### config.mk
export PLATFORM = sky130hd
export DESIGN_NAME = pc_fetch
export DESIGN_NICKNAME = d
export VERILOG_FILES = /design/src/rtl/fetch_pkg.sv /design/src/rtl/pc_incr.sv /design/src/rtl/pc_fetch.sv
export SDC_FILE = /design/constraint.sdc
export NUM_CORES = 1
export LEC_CHECK = 0
export CORE_UTILIZATION = 48
export DETAILED_ROUTE_END_ITERATION = 10
export GPL_TIMING_DRIVEN = 0
export PLACE_DENSITY = 0.81
export SYNTH_ARGS = -nofsm -noshare
export SYNTH_HDL_FRONTEND = slang
export SYNTH_HIERARCHICAL = 1
export SYNTH_SLANG_ARGS = --single-unit
### constraint.sdc
create_clock -name clk -period 2.3 [get_ports clk]
set_input_delay 0.23 -clock clk [delete_from_list [all_inputs] [get_ports clk]]
set_output_delay 0.23 -clock clk [all_outputs]
set_load 0.1 [all_outputs]
### src/rtl/fetch_pkg.sv
// fetch_pkg: shared types and constants for the instruction-fetch stage.
package fetch_pkg;

    typedef enum logic [1:0] {S_IDLE, S_REQ, S_WAIT, S_HOLD} state_e;

    localparam logic [31:0] NOP_INSTR = 32'h0000_0013;
    localparam logic [31:0] PC_STEP   = 32'd4;

endpackage

### src/rtl/pc_incr.sv
// pc_incr: sequential next-PC adder; wraps modulo 2^32.
module pc_incr
    import fetch_pkg::*;
(
    input  logic [31:0] pc_i,
    output logic [31:0] pc_next_o
);

    assign pc_next_o = pc_i + PC_STEP;

endmodule

### src/rtl/pc_fetch.sv
// pc_fetch: PC sequencer issuing one imem fetch at a time, with redirect and stale-response kill.
// Define PC_FETCH_MISALIGN_CHK_EN to reject and flag redirect targets that are not word aligned.
module pc_fetch
    import fetch_pkg::*;
#(
    parameter logic [31:0] RESET_PC = 32'h0000_0000
) (
    input  logic        clk,
    input  logic        rst_n,
    input  logic        redirect_valid,
    input  logic [31:0] redirect_pc,
    output logic        imem_req_valid,
    output logic [31:0] imem_req_addr,
    input  logic        imem_req_ready,
    input  logic        imem_rsp_valid,
    input  logic [31:0] imem_rsp_data,
    output logic        if_valid,
    output logic [31:0] if_pc,
    output logic [31:0] if_instr,
    input  logic        if_ready,
    output logic        misalign_o,
    output logic [31:0] misalign_pc_o
);

    state_e      state_q;
    logic [31:0] pc_q, req_addr_q, if_pc_q, if_instr_q, pc_inc, tgt;
    logic        kill_q, if_valid_q, bad, redir;

    pc_incr u_incr (.pc_i(pc_q), .pc_next_o(pc_inc));

`ifdef PC_FETCH_MISALIGN_CHK_EN
    logic        mis_q;
    logic [31:0] mis_pc_q;
    assign bad = redirect_valid && (redirect_pc[1:0] != 2'b00);
    assign tgt = redirect_pc;
    always_ff @(posedge clk or negedge rst_n) begin
        if (!rst_n) begin
            mis_q    <= 1'b0;
            mis_pc_q <= '0;
        end else begin
            mis_q    <= bad;
            mis_pc_q <= bad ? redirect_pc : '0;
        end
    end
    assign misalign_o    = mis_q;
    assign misalign_pc_o = mis_pc_q;
`else
    assign bad           = 1'b0;
    assign tgt           = redirect_pc & ~32'd3;
    assign misalign_o    = 1'b0;
    assign misalign_pc_o = '0;
`endif

    assign redir = redirect_valid && !bad;

    // req_addr_q is loaded only when entering S_REQ so a pending request never changes address
    always_ff @(posedge clk or negedge rst_n) begin
        if (!rst_n) begin
            state_q    <= S_IDLE;
            pc_q       <= RESET_PC;
            req_addr_q <= RESET_PC;
            kill_q     <= 1'b0;
            if_valid_q <= 1'b0;
            if_pc_q    <= '0;
            if_instr_q <= NOP_INSTR;
        end else begin
            case (state_q)
                S_IDLE: begin
                    state_q    <= S_REQ;
                    pc_q       <= redir ? tgt : pc_q;
                    req_addr_q <= redir ? tgt : pc_q;
                end
                S_REQ: begin
                    if (imem_req_ready) state_q <= S_WAIT;
                    if (redir) begin
                        pc_q   <= tgt;
                        kill_q <= 1'b1;
                    end
                end
                S_WAIT: begin
                    if (imem_rsp_valid) begin
                        if (redir || kill_q) begin
                            pc_q       <= redir ? tgt : pc_q;
                            req_addr_q <= redir ? tgt : pc_q;
                            kill_q     <= 1'b0;
                            state_q    <= S_REQ;
                        end else begin
                            if_valid_q <= 1'b1;
                            if_pc_q    <= pc_q;
                            if_instr_q <= imem_rsp_data;
                            state_q    <= S_HOLD;
                        end
                    end else if (redir) begin
                        pc_q   <= tgt;
                        kill_q <= 1'b1;
                    end
                end
                S_HOLD: begin
                    if (redir || if_ready) begin
                        if_valid_q <= 1'b0;
                        pc_q       <= redir ? tgt : pc_inc;
                        req_addr_q <= redir ? tgt : pc_inc;
                        state_q    <= S_REQ;
                    end
                end
            endcase
        end
    end

    assign imem_req_valid = (state_q == S_REQ);
    assign imem_req_addr  = req_addr_q;
    assign if_valid       = if_valid_q;
    assign if_pc          = if_pc_q;
    assign if_instr       = if_instr_q;

endmodule

# Word-level counts from Yosys, hierarchy flattened
# Index checks and enable logic that the tools add are counted.
# totals
regBits,132
out_inout_bits,131
elab_cells,52
# classes
add_sub_neg,1
n_eq_ne,9
mux,21
bitwise_logic,1
reduce_logical,13
# op_table
cell,n
32-bit 2-to-1 mux,6
32-bit case mux with 3 select lines,2
"32-bit by 3-bit adder with 32-bit output, second input constant",1
2-bit 2-to-1 mux,4
"2-bit inequality test, second input constant",4
2-bit case mux with 4 select lines,1
4-bit AND reduction,2
1-bit 2-to-1 mux,6
3-bit AND reduction,2
"2-bit equality test, second input constant",2
1-bit case mux with 2 select lines,2
2-bit AND reduction,2
2-bit nonzero test,2
"3-bit inequality test, second input constant",1
3-bit nonzero test,1
"2-bit by 1-bit equality test with 1-bit output, second input constant",1
2-bit zero test,1
1-bit logical OR,2
"2-bit by 1-bit inequality test with 1-bit output, second input constant",1
2-bit OR reduction,1
1-bit NOT,1

# Depth between registers and ports, before layout
# Gate-level depths: netlist of the first run.
# logic_depth
word_depth,4
depth_mapped,8
depth_no_buf,8

# Hierarchy
# The synthesis of the first run kept the hierarchy.
# by_module_without_submodules
mod,instances,cells_each,area_each_um2,seq_area_each_um2
pc_fetch,1,441,6099.6,3306.9
pc_incr,1,83,580.6,0.0

# Worst setup path after synthesis of the first run
# OpenSTA, ideal clock, no wires.
# synth_path
kind,register to register
from,reg state_q[0]
to,reg req_addr_q[0] (netlist: imem_req_addr[0])
setup_ps,126
arrival_ps,2040
required_time_ps,2174
path_slack_ps,134
stages_incl_launch_ff,5
path_buffers,1
period_less_slack_ps,2166
cell_sequence,dfrtp_1 ha_1 a2111oi_4 buf_6 mux2_4
# synth_between
elab_chain_len,3
elab_cells_between_ends,9
cone_classes,eq/ne: 5; mux: 1; reduce/logical: 3
# synth_lines
element,line_no,source
start: declaration,pc_fetch.sv:25,state_e state_q;
start signal: assignment,pc_fetch.sv:59,state_q <= S_IDLE;
start signal: assignment,pc_fetch.sv:69,state_q <= S_REQ;
start signal: assignment,pc_fetch.sv:74,if (imem_req_ready) state_q <= S_WAIT;
2-bit equality test or 2-bit zero test (tied branches),pc_fetch.sv:67,case (state_q)
2-bit inequality test (no source line) or 3-bit nonzero test (tied branches),--,
4-bit AND reduction (no source line),--,
end signal: assignment,pc_fetch.sv:71,req_addr_q <= redir ? tgt : pc_q;
end signal: assignment,pc_fetch.sv:84,req_addr_q <= redir ? tgt : pc_q;
end signal: assignment,pc_fetch.sv:102,req_addr_q <= redir ? tgt : pc_inc;
end: declaration,pc_fetch.sv:26,"logic [31:0] pc_q, req_addr_q, if_pc_q, if_instr_q, pc_inc, tgt;"
# Parallel ways exist; a longest one is shown, timed or not.
# A chain may end at the register's enable or synchronous reset.

# Worst setup path after layout of the first run
# layout_path
from,reg pc_q[2]
to,reg pc_q[27]
# layout_between
elab_chain_len,4
# layout_lines
element,line_no,source
start: declaration,pc_fetch.sv:26,
start signal: assignment,pc_fetch.sv:70,pc_q <= redir ? tgt : pc_q;
start signal: assignment,pc_fetch.sv:76,pc_q <= tgt;
start signal: assignment,pc_fetch.sv:83,pc_q <= redir ? tgt : pc_q;
32-bit by 3-bit adder with 32-bit output,pc_incr.sv:9,assign pc_next_o = pc_i + PC_STEP;
via pc_inc[27],pc_fetch.sv:26,
32-bit 2-to-1 mux,pc_fetch.sv:101,pc_q <= redir ? tgt : pc_inc;
32-bit 2-to-1 mux,pc_fetch.sv:99,if (redir || if_ready) begin
32-bit case mux with 3 select lines,pc_fetch.sv:67,
# The timed path passes the listed nets, and every way through them passes these cells. The select of a mux whose other input is x is not followed.

==> results of run 1 <==
-- per-layer routing --
layer,track usage,vias to the layer above
met5,0,-
met4,0.0703,0
met1,0.276,2284
met2,0.403,152
met3,0.0794,13
li1,-,2215
-- area by class of cell --
cell class	instances	area [um^2]
flip-flops and latches	132	3310
inverters	6	22.5
clock inverters	10	128
clock buffers	22	484
well taps	176	220
repair buffers	172	1730
multi-input cells	359	3090
fillers	993	3990
plain buffers	59	428
-- state kept, by name (all words and copies together) (netlist names) --
signal / cells
pc_q: 32
kill_q: 1
state_q: 2
if_valid: 1
if_pc: 32
imem_req_addr: 32
if_instr: 32
-- kinds of logic (layout without fill, tap and decap cells) --
| group | Yosys count | in the layout | share of synthesized area |
|---|---|---|---|
| multiplexers | 162 | 162 | 0.284 |
| flip-flops | 132 | 132 | 0.495 |
| AND/OR/NAND/NOR | 93 | 93 | 0.0734 |
| buffers and inverters | 65 | 269 | 0.0674 |
| AO/OA/AOI/OAI | 38 | 38 | 0.0339 |
| XOR/XNOR | 28 | 28 | 0.0367 |
| adder cells (fa/ha/maj) | 5 | 5 | 0.00937 |
| other | 1 | 33 | 0.000561 |
-- per-stage QoR --
step | cell area, um^2 | instances
final | 9410 | 936
after global placement | 8670 | 897
after detailed placement | 8700 | 898
after CTS | 9350 | 933
after floorplan | 6800 | 556
after global routing | 9410 | 936
-- cells in the mapped netlist (all sizes together) --
library cell and count:
nand2 41, nand4 10, and3 2, a221oi 1, nor2 11, or2 2, buf 53, conb 1
clkbuf 6, nor2b 2, mux2 128, a21o 1, dfrtp 129, nand2b 3, o31ai 1, ha 5
a22oi 1, o21bai 1, o21ai 31, and4 2, xor2 7, dfstp 3, and4bb 1, a21oi 1
nor4 2, mux2i 34, a2111oi 1, nor3 3, nand3b 1, and2 1, nand3 11, xnor2 21
nor3b 1, inv 6
-- critical path, delay by kind of cell, from the launching register on --
family,cells,cell delay (ps)
XOR/XNOR,1,170
AO/OA/AOI/OAI,1,130
AND/OR/NAND/NOR,3,540
buffers and inverters,2,350
multiplexers,2,460
flip-flops,1,440
-- repair_timing --
action	CTS	global route
endpoints found under the setup margin	32	42
setup buffers	2	3
pin swaps	2	3
hold buffers	1	0
gates resized for setup	10	11
hold endpoints to repair	51	0
gates cloned	0	0
-- worst paths after layout --
path                       cells after the start                       end                   from
min in group clk                               2   if_instr[9]$_DFFE_PN0P_       imem_rsp_data[9]
setup / recovery                               9      pc_q[27]$_DFFE_PN0P_    pc_q[2]$_DFFE_PN0P_
hold reg to reg                                1     if_pc[21]$_DFFE_PN0P_  if_pc[21]$_DFFE_PN0P_
max in group asynchronous                      3      pc_q[27]$_DFFE_PN0P_                  rst_n
setup reg to reg                               9      pc_q[27]$_DFFE_PN0P_    pc_q[2]$_DFFE_PN0P_
hold / removal                                 2  if_instr[30]$_DFFE_PN0P_                  rst_n
==> metrics.md, run 1 <==
| Metric | Value |
|---|---|
| Residual DRC | `0` |
| Die H | `120 um` |
| # diodes | `0` |
| Required time of the worst setup path | `between 2000 and 3000 ps` |
| Max Used Layer | `met4` |
| Setup ws final | `100 ps` |
| R2r setup slk | `about 100 ps` |
| H-tree levels | `4` |
| Post-Route WL | `16.0 mm` |
| Core box area | `around 13,000 um^2` |
| GRT Overall Usage | `0.234` |
| Gpl congestion | `between 0.7 and 0.8` |
| Worst-path clk slew | `about 50 ps` |
| Initial antenna violation count | `0` |
| Via-per-instance ratio | `between 4 and 5` |
| Num ports | `between 200 and 250` |
| Max-slew violations | `0` |
| Mapped Area | `6680 um^2` |
| Area contributors post-synth | `dfrtp_1 48%, mux2_2 17%, mux2_4 6.7%` |
| Synth area leader | `dfrtp_1` |
| Fmax | `approximately 0.45 GHz` |
| Global-route wire length before repair | `approximately 26 mm` |
| Crit path DAT | `~2500 ps` |
| Post-layout util | `0.702` |
| Startpoint Class | `register` |
| Post-synthesis sequential area ratio | `0.495` |
| Most frequent cells in the layout | `160 x clkdlybuf4s50_1, 123 x dfrtp_1, 98 x mux2_2` |
| Crit path max fanout | `8` |
| Largest net degree at the start of global routing | `79` |
| Slew headroom | `0.322` |
| Detail Route met3 WL | `slightly above 1 mm` |
| Row cnt | `42` |
| Post-synth top area share | `0.483` |
| MaxCap Viol Count | `0` |
| Die X | `between 100 and 150 um` |
| Final clock skew | `between 7 and 8 ps` |
| Final Setup Violations | `0` |
| IO buf count | `approximately 170` |
| CP max stage cell | `dfrtp_2` |
| Post-DRT Antenna Nets | `0` |
| Initial Util | `0.499` |
| Worst-margin pin slew | `1010 ps` |
| WL met2 | `8.36 mm` |
| Cell Chain, Critical Path | `buf_4, nand4_1, nor4_4, buf_4, nand3_1, xnor2_1, mux2i_1, o21ai_0, mux2_2` |
| Tcrit/Tclk final | `0.956` |
| Crit path kind | `reg2reg` |
| Post-synth cell types | `40` |
| Wirelength per Cell | `approximately 17 um` |
| Hpwl dp | `about 11 mm` |
| CTS tree | `yes` |
| Share of cells above drive strength 1 | `0.318` |
| Metal-1 WL | `roughly 6.4 mm` |
| Dpl ws | `-248 ps` |
| Synth Warn # | `6` |
| #FFs+latches synth | `132` |
| Sink Count | `approximately 130` |
| Outcome | `complete, no violations` |
| Most common cell after layout, fill and taps aside | `clkdlybuf4s50_1` |
| Cells after synthesis | `roughly 520` |
| Hold_ws | `around 350 ps` |
| Synthesis-to-finish area growth | `40.9%` |
| CTS root buf | `clkbuf_16` |
| Post-synthesis average cell area | `12.7 um^2` |
| Cell repeated most along the worst path | `buf_4` |
| Max stage delay on crit path | `roughly 440 ps` |
| Total Nets Final | `~800` |
| Deepest clock path buffer count | `2` |
| Hold Crit Class | `in2async` |
| CTS Buf Count | `17` |
| Die ar. | `approximately 14,000 um^2` |
| Initial DRC Count | `around 270` |
| Final Hold Viols | `0` |
| Vias in the first global route | `between 5,000 and 6,000` |
| Crit path time final | `around 2200 ps` |
| Total vias in the final route | `~4,700` |
| Setup_tns | `0 ps` |
| Crit end category | `register` |
| Gr ovfl total | `0` |
| TritonRoute pass-1 iters | `4` |
| Worst-Skew Late Latency | `420 ps` |
Power of run 1 is not shown: default switching activity piles up to over one toggle a cycle in this logic, so the estimate is an artifact.
==> inputs of run 2 (changes only) <==
--- a/config.mk
+++ b/config.mk
@@ -5,10 +5,12 @@
 export SDC_FILE = /design/constraint.sdc
 export NUM_CORES = 1
 export LEC_CHECK = 0
-export CORE_UTILIZATION = 48
+export CELL_PAD_IN_SITES_DETAIL_PLACEMENT = 0
+export CELL_PAD_IN_SITES_GLOBAL_PLACEMENT = 1
+export CORE_UTILIZATION = 37
 export DETAILED_ROUTE_END_ITERATION = 10
 export GPL_TIMING_DRIVEN = 0
-export PLACE_DENSITY = 0.81
+export PLACE_DENSITY_LB_ADDON = 0.1
 export SYNTH_ARGS = -nofsm -noshare
 export SYNTH_HDL_FRONTEND = slang
 export SYNTH_HIERARCHICAL = 1
==> run 2 against run 1 <==
Against the previous run:
- via count decreased by 1.2%
- routed wire length increased by 1.4%
- critical path depth decreased by 8
- sequential cell count unchanged
- critical path type is now reg2out
==> metrics.md, run 2 (synthesis results as in run 1) <==
| Metric | Value |
|---|---|
| Final Setup Violations | `0` |
| Post-DRT Antenna Nets | `0` |
| Vias in the first global route | `around 4,800` |
| IO buf count | `around 170` |
| Hpwl dp | `~12 mm` |
| Wirelength per Cell | `16.4 um` |
| Die ar. | `roughly 19,000 um^2` |
| Die H | `between 100 and 150 um` |
| Most common cell after layout, fill and taps aside | `clkdlybuf4s50_1` |
| Worst-Skew Late Latency | `between 400 and 500 ps` |
| Hold_ws | `between 300 and 400 ps` |
| GRT Overall Usage | `0.184` |
| Gr ovfl total | `0` |
| Total vias in the final route | `around 4,600` |
| Synthesis-to-finish area growth | `40.9%` |
| Outcome | `complete, no violations` |
| Fmax | `between 0.4 and 0.5 GHz` |
| RSZ-0062 raised after global routing | `yes` |
| Most frequent cells in the layout | `160 x clkdlybuf4s50_1, 123 x dfrtp_1, 98 x mux2_2` |
| MaxCap Viol Count | `0` |
| Dpl ws | `-262 ps` |
| Total Nets Final | `between 800 and 900` |
| Core box area | `about 17,000 um^2` |
| Setup ws final | `roughly 120 ps` |
| Crit path DAT | `1950 ps` |
| Final Hold Viols | `0` |
| Required time of the worst setup path | `~2100 ps` |
| Row cnt | `48` |
| Largest net degree at the start of global routing | `83` |
| CP max stage cell | `clkdlybuf4s50_1` |
| Via-per-instance ratio | `about 4.7` |
| Tcrit/Tclk final | `0.949` |
| Share of cells above drive strength 1 | `0.316` |
| Final clock skew | `8.12 ps` |
| CTS tree | `yes` |
| Filler cell count in the final layout | `1,527` |
| Deepest clock path buffer count | `2` |
| Max-slew violations | `0` |
| Die X | `about 140 um` |
| Crit end category | `output port` |
| Cell Chain, Critical Path | `clkdlybuf4s50_1` |
| Sink Count | `around 130` |
| Num ports | `201` |
| H-tree levels | `4` |
| Crit path time final | `roughly 2200 ps` |
| Crit path kind | `reg2out` |
| Hold Crit Class | `in2async` |
| R2r setup slk | `about 160 ps` |
| TritonRoute pass-1 iters | `5` |
| Initial DRC Count | `roughly 180` |
| Worst-margin pin slew | `about 1000 ps` |
| CTS Buf Count | `17` |
| Post-Route WL | `around 16 mm` |
| Top delay family on crit path | `buffers and inverters` |
| # diodes | `0` |
| Worst path bufs/invs | `1` |
| Residual DRC | `0` |
| Initial antenna violation count | `0` |
| Worst-path clk slew | `60 ps` |
| Slew headroom | `0.309` |
| Max stage delay on crit path | `roughly 1200 ps` |
| Gpl congestion | `around 0.74` |
| CTS root buf | `clkbuf_16` |
| Initial Util | `0.382` |
| Crit path max fanout | `3` |
| Global-route wire length before repair | `between 20 and 30 mm` |
| Startpoint Class | `register` |
run 2: changes by cell type in the layout (fill, tap and decap cells not counted):
cell / before / now
nor3_2: 1 / 2
clkbuf_8: 4 / 2
clkbuf_1: 7 / 9
bufinv_16: 3 / 1
buf_12: 0 / 1
clkinvlp_4: 1 / 3
o21ai_1: 1 / 0
ha_4: 1 / 0
ha_1: 4 / 5
o21ai_0: 30 / 31
nor3_1: 2 / 1
buf_4: 40 / 39
run 2: final cells by class:
cell class | count | area [um^2] | share of cell area
Sequential cell | 132 | 3310 | 0.352
Inverter | 6 | 22.5 | 0.00239
Clock buffer | 22 | 464 | 0.0493
Clock inverter | 10 | 82.6 | 0.00877
Timing Repair Buffer | 172 | 1740 | 0.185
Buffer | 59 | 428 | 0.0455
Tap cell | 225 | 282 | 0.0299
Multi-Input combinational cell | 359 | 3080 | 0.327
run 2: final timing paths:
path,startpoint,endpoint,cells past startpoint
setup / recovery,if_valid$_DFFE_PN0P_,if_valid,1
hold / removal,rst_n,imem_req_addr[17]$_DFFE_PN0P_,2
setup reg to reg,pc_q[2]$_DFFE_PN0P_,imem_req_addr[28]$_DFFE_PN0P_,9
hold reg to reg,if_pc[21]$_DFFE_PN0P_,if_pc[21]$_DFFE_PN0P_,1
max in group asynchronous,rst_n,pc_q[6]$_DFFE_PN0P_,3
min in group clk,imem_rsp_data[29],if_instr[29]$_DFFE_PN0P_,2
run 2: repair_timing:
action,in CTS,in global routing
cloned,0,0
pin swaps,2,3
endpoints found under the setup margin,36,45
setup buffers,3,2
endpoints found under the hold margin,48,0
resized for setup,8,11
hold buffers,1,0
run 2: routing by layer:
metal | global-route usage | vias to the layer above | part of all wire
li1 | - | 2226 | -
met1 | 0.245 | 2260 | 0.46
met2 | 0.292 | 109 | 0.48
met3 | 0.0485 | 11 | 0.050
met4 | 0.0556 | 0 | 0.010
met5 | 0 | - | 0
run 2: worst register-to-register path, cell delays in order, from the launching register on:
cell	delay (ps)
dfrtp_2	430
ha_1	220
nand3_2	180
nor4_4	230
buf_12	170
nand4_1	110
xnor2_1	150
mux2i_1	120
o21ai_0	110
mux2_4	290
run 2: stage by stage:
| step | utilization | setup TNS (ps) | area, um^2 | cells |
|---|---|---|---|---|
| CTS | 0.535 | 0 | 9360 | 983 |
| finish | 0.539 | 0 | 9410 | 985 |
| global route | 0.539 | -0.532 | 9410 | 985 |
| global placement | 0.500 | -582360 | 8730 | 946 |
| floorplan | - | 0 | 6800 | 556 |
| detailed placement | 0.501 | -5060 | 8760 | 947 |
Power of run 2 is left out for the same reason.
